[src/rtl/multicycle_ctrl.sv]
// Multi-cycle control FSM for the LOAD/STORE/MOV/MAC datapath.
// One opcode per handshake, sequenced through DECODE/EXEC/MEM/WB/RET with registered enables.
module multicycle_ctrl #(
  parameter int OPCODE_WIDTH = 3,
  parameter int MAC_CYCLES   = 4,
  parameter int MEM_TIMEOUT  = 15,
  parameter int CNT_WIDTH    = 16
) (
  input  logic                    clk,
  input  logic                    rst_n,
  input  logic                    instr_valid,
  output logic                    instr_ready,
  input  logic [OPCODE_WIDTH-1:0] opcode,
  input  logic                    mem_ready,
  output logic                    RegWEn,
  output logic                    MemWEn,
  output logic                    MemREn,
  output logic                    AluEn,
  output logic                    PCWEn,
  output logic                    illegal,
  output logic                    mem_err,
  output logic                    busy,
  output logic [CNT_WIDTH-1:0]    retired
);

  localparam int MACW = $clog2(MAC_CYCLES + 1);
  localparam int MEMW = $clog2(MEM_TIMEOUT + 1);

  localparam logic [OPCODE_WIDTH-1:0] OP_LOAD  = OPCODE_WIDTH'(0);
  localparam logic [OPCODE_WIDTH-1:0] OP_STORE = OPCODE_WIDTH'(1);
  localparam logic [OPCODE_WIDTH-1:0] OP_MOV   = OPCODE_WIDTH'(2);
  localparam logic [OPCODE_WIDTH-1:0] OP_MAC   = OPCODE_WIDTH'(4);

  localparam logic [MACW-1:0] MAC_LAST = MACW'(MAC_CYCLES - 1);
  localparam logic [MEMW-1:0] MEM_LAST = MEMW'(MEM_TIMEOUT - 1);

  typedef enum logic [2:0] {
    FETCH  = 3'd0,
    DECODE = 3'd1,
    EXEC   = 3'd2,
    MEM    = 3'd3,
    WB     = 3'd4,
    RET    = 3'd5
  } state_t;

  state_t                  state;
  logic [OPCODE_WIDTH-1:0] opQ;
  logic [MACW-1:0]         macCnt;
  logic [MEMW-1:0]         memCnt;

  function automatic logic isLegal(input logic [OPCODE_WIDTH-1:0] op);
    return (op == OP_LOAD) || (op == OP_STORE) || (op == OP_MOV) || (op == OP_MAC);
  endfunction

  // Abort flag must land in the last MEM cycle itself, so it looks at mem_ready directly.
  assign mem_err = (state == MEM) && (memCnt == MEM_LAST) && !mem_ready;

  // Each transition loads the enables of the state being entered, so outputs track state.
  always_ff @(posedge clk) begin
    if (!rst_n) begin
      state       <= FETCH;
      opQ         <= '0;
      macCnt      <= '0;
      memCnt      <= '0;
      retired     <= '0;
      instr_ready <= 1'b1;
      busy        <= 1'b0;
      RegWEn      <= 1'b0;
      MemWEn      <= 1'b0;
      MemREn      <= 1'b0;
      AluEn       <= 1'b0;
      PCWEn       <= 1'b0;
      illegal     <= 1'b0;
    end else begin
      RegWEn  <= 1'b0;
      MemWEn  <= 1'b0;
      MemREn  <= 1'b0;
      AluEn   <= 1'b0;
      PCWEn   <= 1'b0;
      illegal <= 1'b0;
      case (state)
        FETCH: begin
          if (instr_valid) begin
            opQ         <= opcode;
            state       <= DECODE;
            instr_ready <= 1'b0;
            busy        <= 1'b1;
            illegal     <= !isLegal(opcode);
          end
        end
        DECODE: begin
          case (opQ)
            OP_LOAD: begin
              state  <= MEM;
              memCnt <= '0;
              MemREn <= 1'b1;
            end
            OP_STORE: begin
              state  <= MEM;
              memCnt <= '0;
              MemWEn <= 1'b1;
            end
            OP_MOV: begin
              state  <= WB;
              RegWEn <= 1'b1;
            end
            OP_MAC: begin
              state  <= EXEC;
              macCnt <= MAC_LAST;
              AluEn  <= 1'b1;
            end
            default: begin
              state       <= FETCH;
              instr_ready <= 1'b1;
              busy        <= 1'b0;
            end
          endcase
        end
        EXEC: begin
          if (macCnt == '0) begin
            state  <= WB;
            RegWEn <= 1'b1;
          end else begin
            macCnt <= macCnt - MACW'(1);
            AluEn  <= 1'b1;
          end
        end
        MEM: begin
          if (mem_ready) begin
            if (opQ == OP_LOAD) begin
              state  <= WB;
              RegWEn <= 1'b1;
            end else begin
              state <= RET;
              PCWEn <= 1'b1;
            end
          end else if (memCnt == MEM_LAST) begin
            state       <= FETCH;
            instr_ready <= 1'b1;
            busy        <= 1'b0;
          end else begin
            memCnt <= memCnt + MEMW'(1);
            MemREn <= (opQ == OP_LOAD);
            MemWEn <= (opQ == OP_STORE);
          end
        end
        WB: begin
          state <= RET;
          PCWEn <= 1'b1;
        end
        RET: begin
          retired     <= retired + CNT_WIDTH'(1);
          state       <= FETCH;
          instr_ready <= 1'b1;
          busy        <= 1'b0;
        end
        default: begin
          state       <= FETCH;
          instr_ready <= 1'b1;
          busy        <= 1'b0;
        end
      endcase
    end
  end

endmodule

[config.mk]
export PLATFORM = sky130hd
export DESIGN_NAME = multicycle_ctrl
export DESIGN_NICKNAME = d
export VERILOG_FILES = /design/src/rtl/multicycle_ctrl.sv
export SDC_FILE = /design/constraint.sdc
export NUM_CORES = 1
export LEC_CHECK = 0
export CAP_MARGIN = 20
export CORE_ASPECT_RATIO = 0.5
export CORE_MARGIN = 3
export CORE_UTILIZATION = 45
export CTS_CLUSTER_DIAMETER = 60
export DETAILED_ROUTE_END_ITERATION = 10
export GPL_ROUTABILITY_DRIVEN = 0
export GPL_TIMING_DRIVEN = 0
export PLACE_DENSITY = 0.82
export SLEW_MARGIN = 20
export SYNTH_ARGS = -nofsm -noshare
export SYNTH_HDL_FRONTEND = slang
export SYNTH_SLANG_ARGS = --single-unit
[constraint.sdc]
create_clock -name clk -period 2.53 [get_ports clk]
set_input_delay 0.506 -clock clk [delete_from_list [all_inputs] [get_ports clk]]
set_output_delay 0.506 -clock clk [all_outputs]
set_load 0.01 [all_outputs]
Word-level counts from Yosys, hierarchy flattened. Cells that the tools add are included.

$add $sub $neg: 3. Equality and inequality tests: 22. Mux-type cells: 42. Bitwise gates (word level): 1. Reductions and logical operators: 22.

Operator list (count): 1-bit 2-to-1 mux (22); 3-bit 2-to-1 mux (6); 16-bit by 1-bit adder with 16-bit output, second input constant (1); 2-bit inequality test, second input constant (8); 3-bit case mux with 5 select lines (1); 3-bit by 2-bit equality test with 1-bit output, second input constant (4); 3-bit equality test, second input constant (4); 3-bit logical NOT (4); 4-bit 2-to-1 mux (3); 3-bit by 1-bit equality test with 1-bit output, second input constant (3); 3-bit case mux with 3 select lines (1); 3-bit AND reduction (3); 1-bit case mux with 2 select lines (4); 1-bit case mux with 4 select lines (2); 4-bit case mux with 2 select lines (1); 3-bit case mux with 2 select lines (1); 5-bit AND reduction (1); 4-bit by 1-bit adder with 4-bit output, second input constant (1); 4-bit equality test, second input constant (1); 4-bit AND reduction (1); 2-bit nonzero test (2); 2-bit OR reduction (2); 4-bit OR reduction (1); 1-bit logical OR (3); other kinds (8) (10).

Bits in registers: 37. Bits of input ports: 7. Output and inout port bits: 25.

Depth between registers and ports, before layout. Gate-level depths: netlist (run 1).

Depth in word-level cells: 5. Gate-level depth with buffers: 7. Gate-level depth less buffers: 7.

Worst setup path before layout (run 1). Ideal clock, no wire load.

Kind: flip-flop to flip-flop. Start: reg macCnt[0]. End: reg macCnt[1]. Setup time: 0.122 ns. Arrival: 1.709 ns. Required time: 2.408 ns. Setup slack: 0.699 ns. Cell stages (with the launch flop): 8. Buffers on the path: 0. Cell sequence: dfxtp_1 > inv_1 > ha_1 > ha_1 > or4b_1 > o31a_1 > and4bb_1 > a211oi_1.

Longest elaborated chain between the ends: 3. Elaborated cells on any way between the ends: 6. Classes of those cells: 1 x add/sub; 1 x eq/ne; 2 x mux; 2 x reduce/logical.

Ends and longest elaborated chain: start: declaration (line 48) `logic [MACW-1:0] macCnt;`; start signal: assignment (line 124) `macCnt <= macCnt - MACW'(1);`; 3-bit by 1-bit subtractor with 3-bit output or 3-bit logical NOT (tied branches) (line 124, 120); 3-bit 2-to-1 mux or 2-bit inequality test (tied branches); 3-bit case mux with 2 select lines or 3-bit AND reduction (tied branches).

Parallel ways exist; a longest one is shown, timed or not. The select of a mux whose other input is x is not followed. A chain may end at the register's enable or synchronous reset.

Worst setup path after layout (run 1).
Start: reg memCnt[0]. End: out mem_err.

Longest elaborated chain between the ends: 3.

Ends and longest elaborated chain: start: declaration (line 49) `logic [MEMW-1:0] memCnt;`; start signal: assignment (line 142) `memCnt <= memCnt + MEMW'(1);`; 4-bit equality test (line 56) `assign mem_err = (state == MEM) && (memCnt == MEM_LAST) && !mem_ready;`; 1-bit logical AND (2 in series) (line 56); end: declaration (line 21) `output logic mem_err,`.

Every way passes these cells.

==> impl_results.md, run 1 <==
* RSZ-0062 raised after global routing: false
* Post-route DRC violation count at 0
* Starting DRT DRC Count at 81
* Final WS setup at 0.326 ns
* Dominant cell type by area after synthesis: dfxtp_1
* Final period utilization at 87.1%
* Hold slack at 0.473 ns
* # fillers at 304
* Starting Density at 49.7%
* Diodes inserted at 0
* Asr flop ratio synth at 0%
* Post_cts resized at 0
* Max Buffers Root-to-Sink at 2
* Final nets at 258
* Non-Filler Instances at 298
* Core area at 0.00362 mm2
* Syn Inst Count at 208
* Slew Limit Fails at 0
* CP startpoint kind: flop
* First-pass GRT wire length at 7.45 mm
* Hold path start: macCnt[1]$_SDFFE_PN0P_
* Top-Level Pins at 32
* Post-detail-place hpwl at 2.98 mm
* Max-cap viol count at 0
* CP Capture Type: primary output
* Pre-CTS setup slack at 0.0780 ns
* EDFF count, synth at 0
* FF-to-FF path depth at 7
* Worst-Skew Late Latency at 0.30 ns
* Final setup fails at 0
* Vias in the first global route at 1691
* Reg clk slew, reported paths at 0.07 ns
* Post-Route Utilization at 63.7%
* Fin area at 0.00231 mm2
* Layout Skew at 0.0119 ns
* Post-synth cell types at 47
* Post-synthesis sequential area ratio at 41.2%
* Maximum VDD drop at 0.000331 V
* Top FF cell, synth: dfxtp_1
* Die Width at 95.4 um
* Mapped Area at 0.00180 mm2
* Root Driver: clkbuf_8
* Cell Rows at 15
* Grt total ovfl at 0
* Synthesized area per cell at 8.65 um2
* F_max at 0.454 GHz
* WL/cell at 14.5 um
* 1st-pass router iterations at 4
* Die footprint at 0.00484 mm2
* Req. time, crit path at 2.02 ns
* Synth warn at 0
* R2r startpoint: macCnt[0]$_SDFFE_PN0P_
* Die Y-Extent at 50.7 um
* ANT nets after route at 0
* Input/output buffers at 31
* CTS tree: yes
* Total track usage at 19.6%
* Top cells by area, synth: dfxtp_1 (41%), nor2_1 (5.0%), a21oi_1 (4.2%)
* Hold Violations, Final at 0
* Placed Instance Area at 0.00217 mm2
* Status: complete, no violations
* Mapped Nets at 220
* Crit Path Class: reg -> out
* Hold Path Cell Cnt at 2
* WP data arrival at 1.70 ns
* CTS Hold Bufs at 0
* Pleak at 0.819 nW
* Post-CTS setup repair buffer count at 0
* Clock sink count at 37
* CTS buffer count at 5
* Via Count at 1713
* Relative slew margins at 50.0%
* Total Power at 1.60 mW
* CP max FO at 5
* Setup TNS at 0 ns
* Initial antenna violation count at 0
* Largest net degree at the start of global routing at 14
* Tmin final at 2.20 ns
* Final wirelength at 4.34 mm
* Layout area overhead at 28.2%
* Yosys top cell area share at 41.2%
* Synthesized flop and latch total at 37
* Worst slew pin tran at 0.747 ns
* Hold WC Path Type: reg -> reg
* H-tree depth at 2
* PwrDens at 695 mW/mm2
* Worst setup startpoint: memCnt[0]$_SDFFE_PN0P_
* Share of cells above drive strength 1 at 6.48%
* DR vias/cell at 5.75
* Cells after DPL at 290
[power by group]
part,total (mW),leakage (nW),internal (mW),switching [mW]
clock,0.534,0.0543,0.295,0.239
sequential,0.657,0.300,0.627,0.0304
combinational,0.412,0.465,0.179,0.234
[cell type report]
cell class	instances	area (um2)	area share (%)
flip-flops and latches	37	741	32.1
repair buffers	31	313	13.6
plain buffers	10	53.8	2.33
well taps	51	63.8	2.77
inverters	10	37.5	1.63
clock buffers	5	68.8	2.98
clock inverters	3	46.3	2.01
multi-input cells	151	983	42.6
[registers in the layout, summed over array words and instances (netlist names), 3 cells and up]
signal,count
memCnt,4
opQ,3
macCnt,3
retired,16
state,3
[worst paths after layout]
path                            endpoint  slack [ns]
setup / recovery                 mem_err        0.33
hold / removal    macCnt[1]$_SDFFE_PN0P_        0.47
hold reg to reg   macCnt[1]$_SDFFE_PN0P_        0.47
setup reg to reg  macCnt[1]$_SDFFE_PN0P_        0.56
[cells in the final DEF (no fill, tap or decap), types with 3 or more instances in the layout]
| master | n |
|---|---|
| or4_1 | 4 |
| dfxtp_1 | 37 |
| nand2_1 | 15 |
| o2111ai_1 | 3 |
| a21oi_1 | 15 |
| nand3_1 | 13 |
| xnor2_1 | 4 |
| and3_1 | 5 |
| o21ai_0 | 8 |
| o31ai_1 | 4 |
| clkbuf_1 | 6 |
| xor2_1 | 6 |
| clkbuf_8 | 5 |
| or3_1 | 3 |
| clkdlybuf4s50_1 | 30 |
| nand4b_1 | 4 |
| inv_1 | 9 |
| nor3_1 | 4 |
| nand4_1 | 3 |
| nor2_1 | 24 |
| ha_1 | 5 |
[synth_stat cells, drive strengths merged (3+ instances only)]
master / instances
buf: 4
nand4b: 4
ha: 5
a21oi: 15
o2111ai: 3
or4: 4
xnor2: 4
or3: 3
and3: 5
clkbuf: 6
dfxtp: 37
nor4b: 3
xor2: 6
o31ai: 4
o21ai: 8
inv: 9
nand3: 14
nor2: 24
nand4: 3
nor3: 4
nand2: 15
[layer usage]
layer	global-route usage (%)	routed length, um	up-vias
met2	34.4	2080	51
met5	0	0	-
met4	7.08	53	0
met3	5.09	246	8
li1	-	-	828
met1	23.0	1950	826
[kinds of logic (layout without fill, tap and decap cells)]
| family | Yosys count | after routing | synth area share (%) |
|---|---|---|---|
| XOR/XNOR | 10 | 10 | 4.87 |
| buffers and inverters | 20 | 59 | 5.08 |
| AND/OR/NAND/NOR | 92 | 92 | 29.4 |
| flip-flops | 37 | 37 | 41.2 |
| AO/OA/AOI/OAI | 42 | 42 | 14.9 |
| multiplexers | 1 | 1 | 0.556 |
| adder cells (fa/ha/maj) | 6 | 6 | 4.03 |
[worst max-delay path, cell delays in order (launching register included)]
cell	delay (ns)
dfxtp_1	0.35
inv_1	0.08
ha_1	0.17
nand3_1	0.13
nor2_1	0.13
clkdlybuf4s50_1	0.54
Power figures use the tool's default switching activity.
==> run 2, diff against run 1 <==
--- a/config.mk
+++ b/config.mk
@@ -8,12 +8,12 @@
 export CAP_MARGIN = 20
 export CORE_ASPECT_RATIO = 0.5
 export CORE_MARGIN = 3
-export CORE_UTILIZATION = 45
+export CORE_UTILIZATION = 47
 export CTS_CLUSTER_DIAMETER = 60
 export DETAILED_ROUTE_END_ITERATION = 10
 export GPL_ROUTABILITY_DRIVEN = 0
 export GPL_TIMING_DRIVEN = 0
-export PLACE_DENSITY = 0.82
+export PLACE_DENSITY = 0.85
 export SLEW_MARGIN = 20
 export SYNTH_ARGS = -nofsm -noshare
 export SYNTH_HDL_FRONTEND = slang
==> run 2 against run 1 <==
Compared with the run above: sequential cell count is the same; non-clock buffer count is the same; clock power grew 0.9%; final cell count is the same; first-iteration DRC count grew 79%; design area grew 0.22%; clock-buffer cell count grew 1; total power grew 0.42%.
==> impl_results.md, run 2 (synthesis gave the netlist of run 1 again) <==
* Final period utilization at 83.7% (-3.4 points)
* WL/cell at 15.1 um (+3.5%)
* Pre-CTS setup slack at 0.0771 ns (-0.000829 ns)
* Switching power at 0.484 mW (-3.8%)
* Met2 Resource Use GR at 32.5% (-1.9 points)
* Worst-Skew Late Latency at 0.29 ns (about the same)
* Die Width at 93.5 um (-2.0%)
* Placed Instance Area at 0.00217 mm2 (unchanged)
* Diodes inserted at 0 (unchanged)
* Via Count at 1741 (+1.6%)
* Worst path max stage delay at 0.51 ns (-0.03 ns)
* Status: complete, no violations
* Input/output buffers at 31 (unchanged)
* Final setup fails at 0 (unchanged)
* Comb pwr share at 25.7% (about the same)
* Met3 global-route usage at 5.18% (+0.093 points)
* Post-route DRC violation count at 0 (unchanged)
* Total track usage at 19.4% (-0.15 points)
* Post-CTS setup repair buffer count at 0 (unchanged)
* Share of cells above drive strength 1 at 6.48% (unchanged)
* Cell Rows at 15 (unchanged)
* Commonest non-fill, non-tap cell in the layout: dfxtp_1
* Grt peak-use layer: met2
* Top flop regs: retired: 16 flops, memCnt: 4 flops
* Starting DRT DRC Count at 145 (+79%)
* P_int at 1.13 mW (+2.3%)
* Post-detail-place hpwl at 3.01 mm (+1.0%)
* Largest net degree at the start of global routing at 13 (-1)
* Final wirelength at 4.49 mm (+3.5%)
* Layout area overhead at 28.5%
* CTS tree: yes
* Relative slew margins at 51.6% (+1.5 points)
* Slew Limit Fails at 0 (unchanged)
* Max FFs per register at 16 (unchanged)
* Req. time, crit path at 2.02 ns (about the same)
* Maximum VDD drop at 0.000277 V (-16%)
* Part of the power in registers at 40.8% (-0.2 points)
* Max-cap viol count at 0 (unchanged)
* Net Sw Frac at 30.0% (-1.3 points)
* F_max at 0.472 GHz (+4.1%)
* Top-Level Pins at 32 (unchanged)
* Vias in the first global route at 1589 (-6.0%)
* Root Driver: clkbuf_8
* CP Capture Type: primary output
* Worst slew pin tran at 0.716 ns (-0.0311 ns)
* RSZ-0062 raised after global routing: false
* Final nets at 258 (unchanged)
* CTS buffer count at 5 (unchanged)
* Pleak at 0.832 nW (+1.5%)
* Most frequent cells in the layout: dfxtp_1 (37), clkdlybuf4s50_1 (30), nor2_1 (24)
* H-tree depth at 2 (unchanged)
* Starting Density at 50.7% (+1.1 points)
* Tmin final at 2.12 ns (-0.0860 ns)
* CP startpoint kind: input port
* Die footprint at 0.00465 mm2 (-3.9%)
* Largest register by flop count: retired
* Core area at 0.00355 mm2 (-2.1%)
* 1st-pass router iterations at 4 (unchanged)
* DR vias/cell at 5.84 (+1.6%)
* Clock sink count at 37 (unchanged)
* ANT nets after route at 0 (unchanged)
* Post-Route Utilization at 65.2% (+1.5 points)
* WP data arrival at 1.61 ns (-0.09 ns)
* CTS Hold Bufs at 0 (unchanged)
* Reg clk slew, reported paths at 0.06 ns (about the same)
* Slowest-stage cell, CP: clkdlybuf4s50_1
* Final WS setup at 0.412 ns (+0.0860 ns)
* Layout Skew at 0.0115 ns (-0.000399 ns)
* Hold Violations, Final at 0 (unchanged)
* Max Buffers Root-to-Sink at 2 (unchanged)
* Grt total ovfl at 0 (unchanged)
* Crit Path Class: in -> out
* Post_cts resized at 0 (unchanged)
* Setup TNS at 0 ns (unchanged)
* # fillers at 278 (-8.6%)
* Initial antenna violation count at 0 (unchanged)
* GR Util met1 at 23.9% (+0.94 points)
* Fin area at 0.00231 mm2 (+0.22%)
* Clk pwr share at 33.4% (about the same)
* PwrDens at 697 mW/mm2 (+0.21%)
* Sequence of cells on the critical path: clkdlybuf4s50_1, nand4bb_4, nor2_1, dlymetal6s2s_1
* Die Y-Extent at 49.8 um (-1.9%)
* CP max FO at 5 (unchanged)
* Hold WC Path Type: reg -> reg
* First-pass GRT wire length at 7.19 mm (-3.4%)
run 2: changes by cell type in the layout (fill, tap and decap cells not counted), sizes merged:
cell	change
clkbuf	+1
clkinv	-1
run 2: critical path: cells and delay by family:
| kind | cells | cell delay, ns |
|---|---|---|
| simple gates | 2 | 0.42 |
| buf+inv | 2 | 0.68 |
run 2: final timing paths:
check	startpoint	endpoint	slack, ns	depth (start not counted)
worst min register to register	instr_ready$_SDFFE_PN1P_	instr_ready$_SDFFE_PN1P_	0.48	2
worst max-delay path	mem_ready	mem_err	0.41	4
worst min-delay path	instr_ready$_SDFFE_PN1P_	instr_ready$_SDFFE_PN1P_	0.48	2
worst max register to register	macCnt[0]$_SDFFE_PN0P_	macCnt[1]$_SDFFE_PN0P_	0.45	7
run 2: final cells by class:
cell class | instances | area (um2) | share of cell area [%]
multi-input cells | 151 | 983 | 42.5
flip-flops and latches | 37 | 741 | 32.0
repair buffers | 31 | 313 | 13.5
clock buffers | 6 | 82.6 | 3.57
well taps | 51 | 63.8 | 2.76
plain buffers | 10 | 53.8 | 2.33
clock inverters | 2 | 37.5 | 1.62
inverters | 10 | 37.5 | 1.62
run 2: power groups by stage:
stage / Clock (mW) / Combinational [mW] / Sequential [mW]
2_1_floorplan: 0 / 0.263 / 0.673
3_3_place_gp: 0 / 0.381 / 0.667
3_5_place_dp: 0 / 0.391 / 0.669
4_1_cts: 0.543 / 0.396 / 0.656
5_1_grt: 0.568 / 0.452 / 0.662
6_report: 0.539 / 0.414 / 0.658
run 2: stage by stage:
step | hold slack [ns] | total power [mW] | std cells
after floorplan | 0.437 | 0.937 | 208
after global placement | 0.452 | 1.05 | 290
after detailed placement | 0.457 | 1.06 | 290
after CTS | 0.472 | 1.59 | 298
after global routing | 0.523 | 1.68 | 298
final | 0.479 | 1.61 | 298
run 2: per-layer routing:
metal / vias to the layer above / wire (um)
met5: - / 0
met4: 0 / 78
met3: 13 / 244
met2: 66 / 2140
met1: 825 / 2020
li1: 837 / -
==> run 3, diff against run 2 <==
==> constraint.sdc (replaced) <==
create_clock -name clk -period 2.2 [get_ports clk]
set_input_delay 0.44 -clock clk [delete_from_list [all_inputs] [get_ports clk]]
set_output_delay 0.44 -clock clk [all_outputs]
set_load 0.01 [all_outputs]
==> run 3 against run 2 <==
Compared with the run above: design area down 0.16%; combinational power up 14%; clock-buffer cell count did not move; utilization is 0.11 points lower; sequential share of layout area rose by 0.052 points; clock power rose by 16%; first-iteration DRC count is 4.1% higher; final cell count unchanged; register-to-register slack got worse by 0.35 ns; critical path depth up 3; clock skew grew 0.0018 ns; global-route usage grew 0.72 points; largest power group unchanged.
==> impl_results.md, run 3 (synthesis gave the netlist of run 1 again) <==
* Hold Violations, Final at 0 (unchanged)
* Initial antenna violation count at 0 (unchanged)
* Post_cts resized at 2 (+2)
* WL/cell at 15.0 um (-0.49%)
* Worst R2R Setup Slack at 0.10 ns (-0.35 ns)
* Cells after DPL at 290 (unchanged)
* Setup TNS at 0 ns (unchanged)
* Sequence of cells on the critical path: inv_1, ha_1, ha_1, or4b_1, o31a_1, and4bb_1, a211oi_1
* Pre-CTS setup slack at -0.121 ns (-0.198 ns)
* Total Power at 1.85 mW (+15%)
* PwrDens at 803 mW/mm2 (+15%)
* Relative slew margins at 50.8% (-0.73 points)
* 1st-pass router iterations at 4 (unchanged)
* Die Y-Extent at 49.8 um (unchanged)
* Slew Limit Fails at 0 (unchanged)
* Commonest non-fill, non-tap cell in the layout: dfxtp_1
* Cell Rows at 15 (unchanged)
* Starting Density at 50.7% (unchanged)
* Pleak at 0.818 nW (-1.7%)
* Die Width at 93.5 um (unchanged)
* CTS buffer count at 5 (unchanged)
* Final period utilization at 95.3%
* Layout Skew at 0.0133 ns (+0.00180 ns)
* Crit Path Class: reg -> reg
* CP max FO at 4 (-1)
* Final nets at 258 (unchanged)
* WP data arrival at 2.28 ns (+0.67 ns)
* F_max at 0.477 GHz
* Most frequent cells in the layout: dfxtp_1 (37), clkdlybuf4s50_1 (30), nor2_1 (24)
* Status: complete, no violations
* Met3 Wirelength at 271 um (+11%)
* Die footprint at 0.00465 mm2 (unchanged)
* Buf/Inv on CP at 1 (-1)
* Starting DRT DRC Count at 151 (+4.1%)
* Worst slew pin tran at 0.736 ns (+0.0192 ns)
* Slowest-stage cell, CP: or4b_1
* Max Buffers Root-to-Sink at 2 (unchanged)
* Grt total ovfl at 0 (unchanged)
* Non-Filler Instances at 298 (unchanged)
* Final WS setup at 0.103 ns (-0.310 ns)
* Top flop regs: retired: 16 flops, memCnt: 4 flops
* Final setup fails at 0 (unchanged)
* Top-Level Pins at 32 (unchanged)
* Critical Path Most Common Cell: ha_1
* Wire length on met2 at 2.14 mm (about the same)
* Met1 wire length at 1.96 mm (-3.3%)
* Req. time, crit path at 2.38 ns (+0.36 ns)
* Via Count at 1731 (-0.57%)
* CTS Hold Bufs at 0 (unchanged)
* Largest register by flop count: retired
* Worst-Skew Late Latency at 0.30 ns (about the same)
* Input/output buffers at 31 (unchanged)
* Post-Route Utilization at 65.1% (-0.11 points)
* Post-route DRC violation count at 0 (unchanged)
* Core area at 0.00355 mm2 (unchanged)
* RSZ-0062 raised after global routing: false
* Maximum VDD drop at 0.000317 V (+14%)
* Max-cap viol count at 0 (unchanged)
* Diodes inserted at 0 (unchanged)
* CP startpoint kind: flop
* Clock sink count at 37 (unchanged)
* Root Driver: clkbuf_8
* Max FFs per register at 16 (unchanged)
* Worst path max stage delay at 0.58 ns (+0.07 ns)
* Worst path top cell family by delay: simple AND/OR/NAND/NOR gates
* H-tree depth at 2 (unchanged)
* Post-CTS setup repair buffer count at 0 (unchanged)
* ANT nets after route at 0 (unchanged)
* Reg clk slew, reported paths at 0.08 ns (+0.02 ns)
* Tmin final at 2.10 ns
* CTS tree: yes
* Hold WC Path Type: reg -> reg
* Layout area overhead at 28.3%
* Vias in the first global route at 1614 (+1.6%)
* Post-detail-place hpwl at 3.01 mm (unchanged)
* Total track usage at 20.1% (+0.72 points)
* DR vias/cell at 5.81 (-0.57%)
* First-pass GRT wire length at 7.42 mm (+3.2%)
* CP Capture Type: flop
* Max layer used: met4
* Final wirelength at 4.47 mm (-0.49%)
* Largest net degree at the start of global routing at 13 (unchanged)
* Share of cells above drive strength 1 at 6.48% (unchanged)
* # fillers at 278 (unchanged)
## run 3: changes by cell type in the layout (fill, tap and decap cells not counted)
cell            before  now
dlymetal6s2s_1       1    0
dlygate4sd2_1        0    1
## run 3: per-layer routing
metal  up-vias  GRT usage (%)
li1        836              -
met1       819           24.2
met2        63           33.4
met3        13           5.64
met4         0           9.49
met5         -              0
## run 3: power by group
part | switching (mW) | total [mW] | internal (mW)
sequential | 0.0351 | 0.756 | 0.721
clock | 0.254 | 0.623 | 0.369
combinational | 0.268 | 0.474 | 0.206
total | 0.557 | 1.85 | 1.30
## run 3: cell type report
| cell class | count | area [um2] | area share [%] |
|---|---|---|---|
| well taps | 51 | 63.8 | 2.76 |
| clock inverters | 2 | 37.5 | 1.63 |
| clock buffers | 6 | 82.6 | 3.58 |
| inverters | 10 | 37.5 | 1.63 |
| flip-flops and latches | 37 | 741 | 32.1 |
| multi-input cells | 151 | 983 | 42.6 |
| repair buffers | 31 | 309 | 13.4 |
| plain buffers | 10 | 53.8 | 2.33 |
## run 3: worst reg2reg max path: cells and delay by family, from the launching register on
kind / cells / cell delay, ns
simple gates: 2 / 0.88
fa+ha+maj: 2 / 0.41
buf+inv: 1 / 0.08
flops: 1 / 0.34
compound gates: 2 / 0.27
## run 3: metrics by stage
step | hold slack [ns] | area, um2
3_5_place_dp | 0.457 | 2170
4_1_cts | 0.472 | 2310
5_1_grt | 0.515 | 2310
2_1_floorplan | 0.437 | 1800
3_3_place_gp | 0.452 | 2170
6_report | 0.479 | 2310
## run 3: final timing paths
path              cells after the start                        to                     start
hold / removal                        2  instr_ready$_SDFFE_PN1P_  instr_ready$_SDFFE_PN1P_
setup reg to reg                      7    macCnt[1]$_SDFFE_PN0P_    macCnt[0]$_SDFFE_PN0P_
setup / recovery                      7    macCnt[1]$_SDFFE_PN0P_    macCnt[0]$_SDFFE_PN0P_
hold reg to reg                       2  instr_ready$_SDFFE_PN1P_  instr_ready$_SDFFE_PN1P_
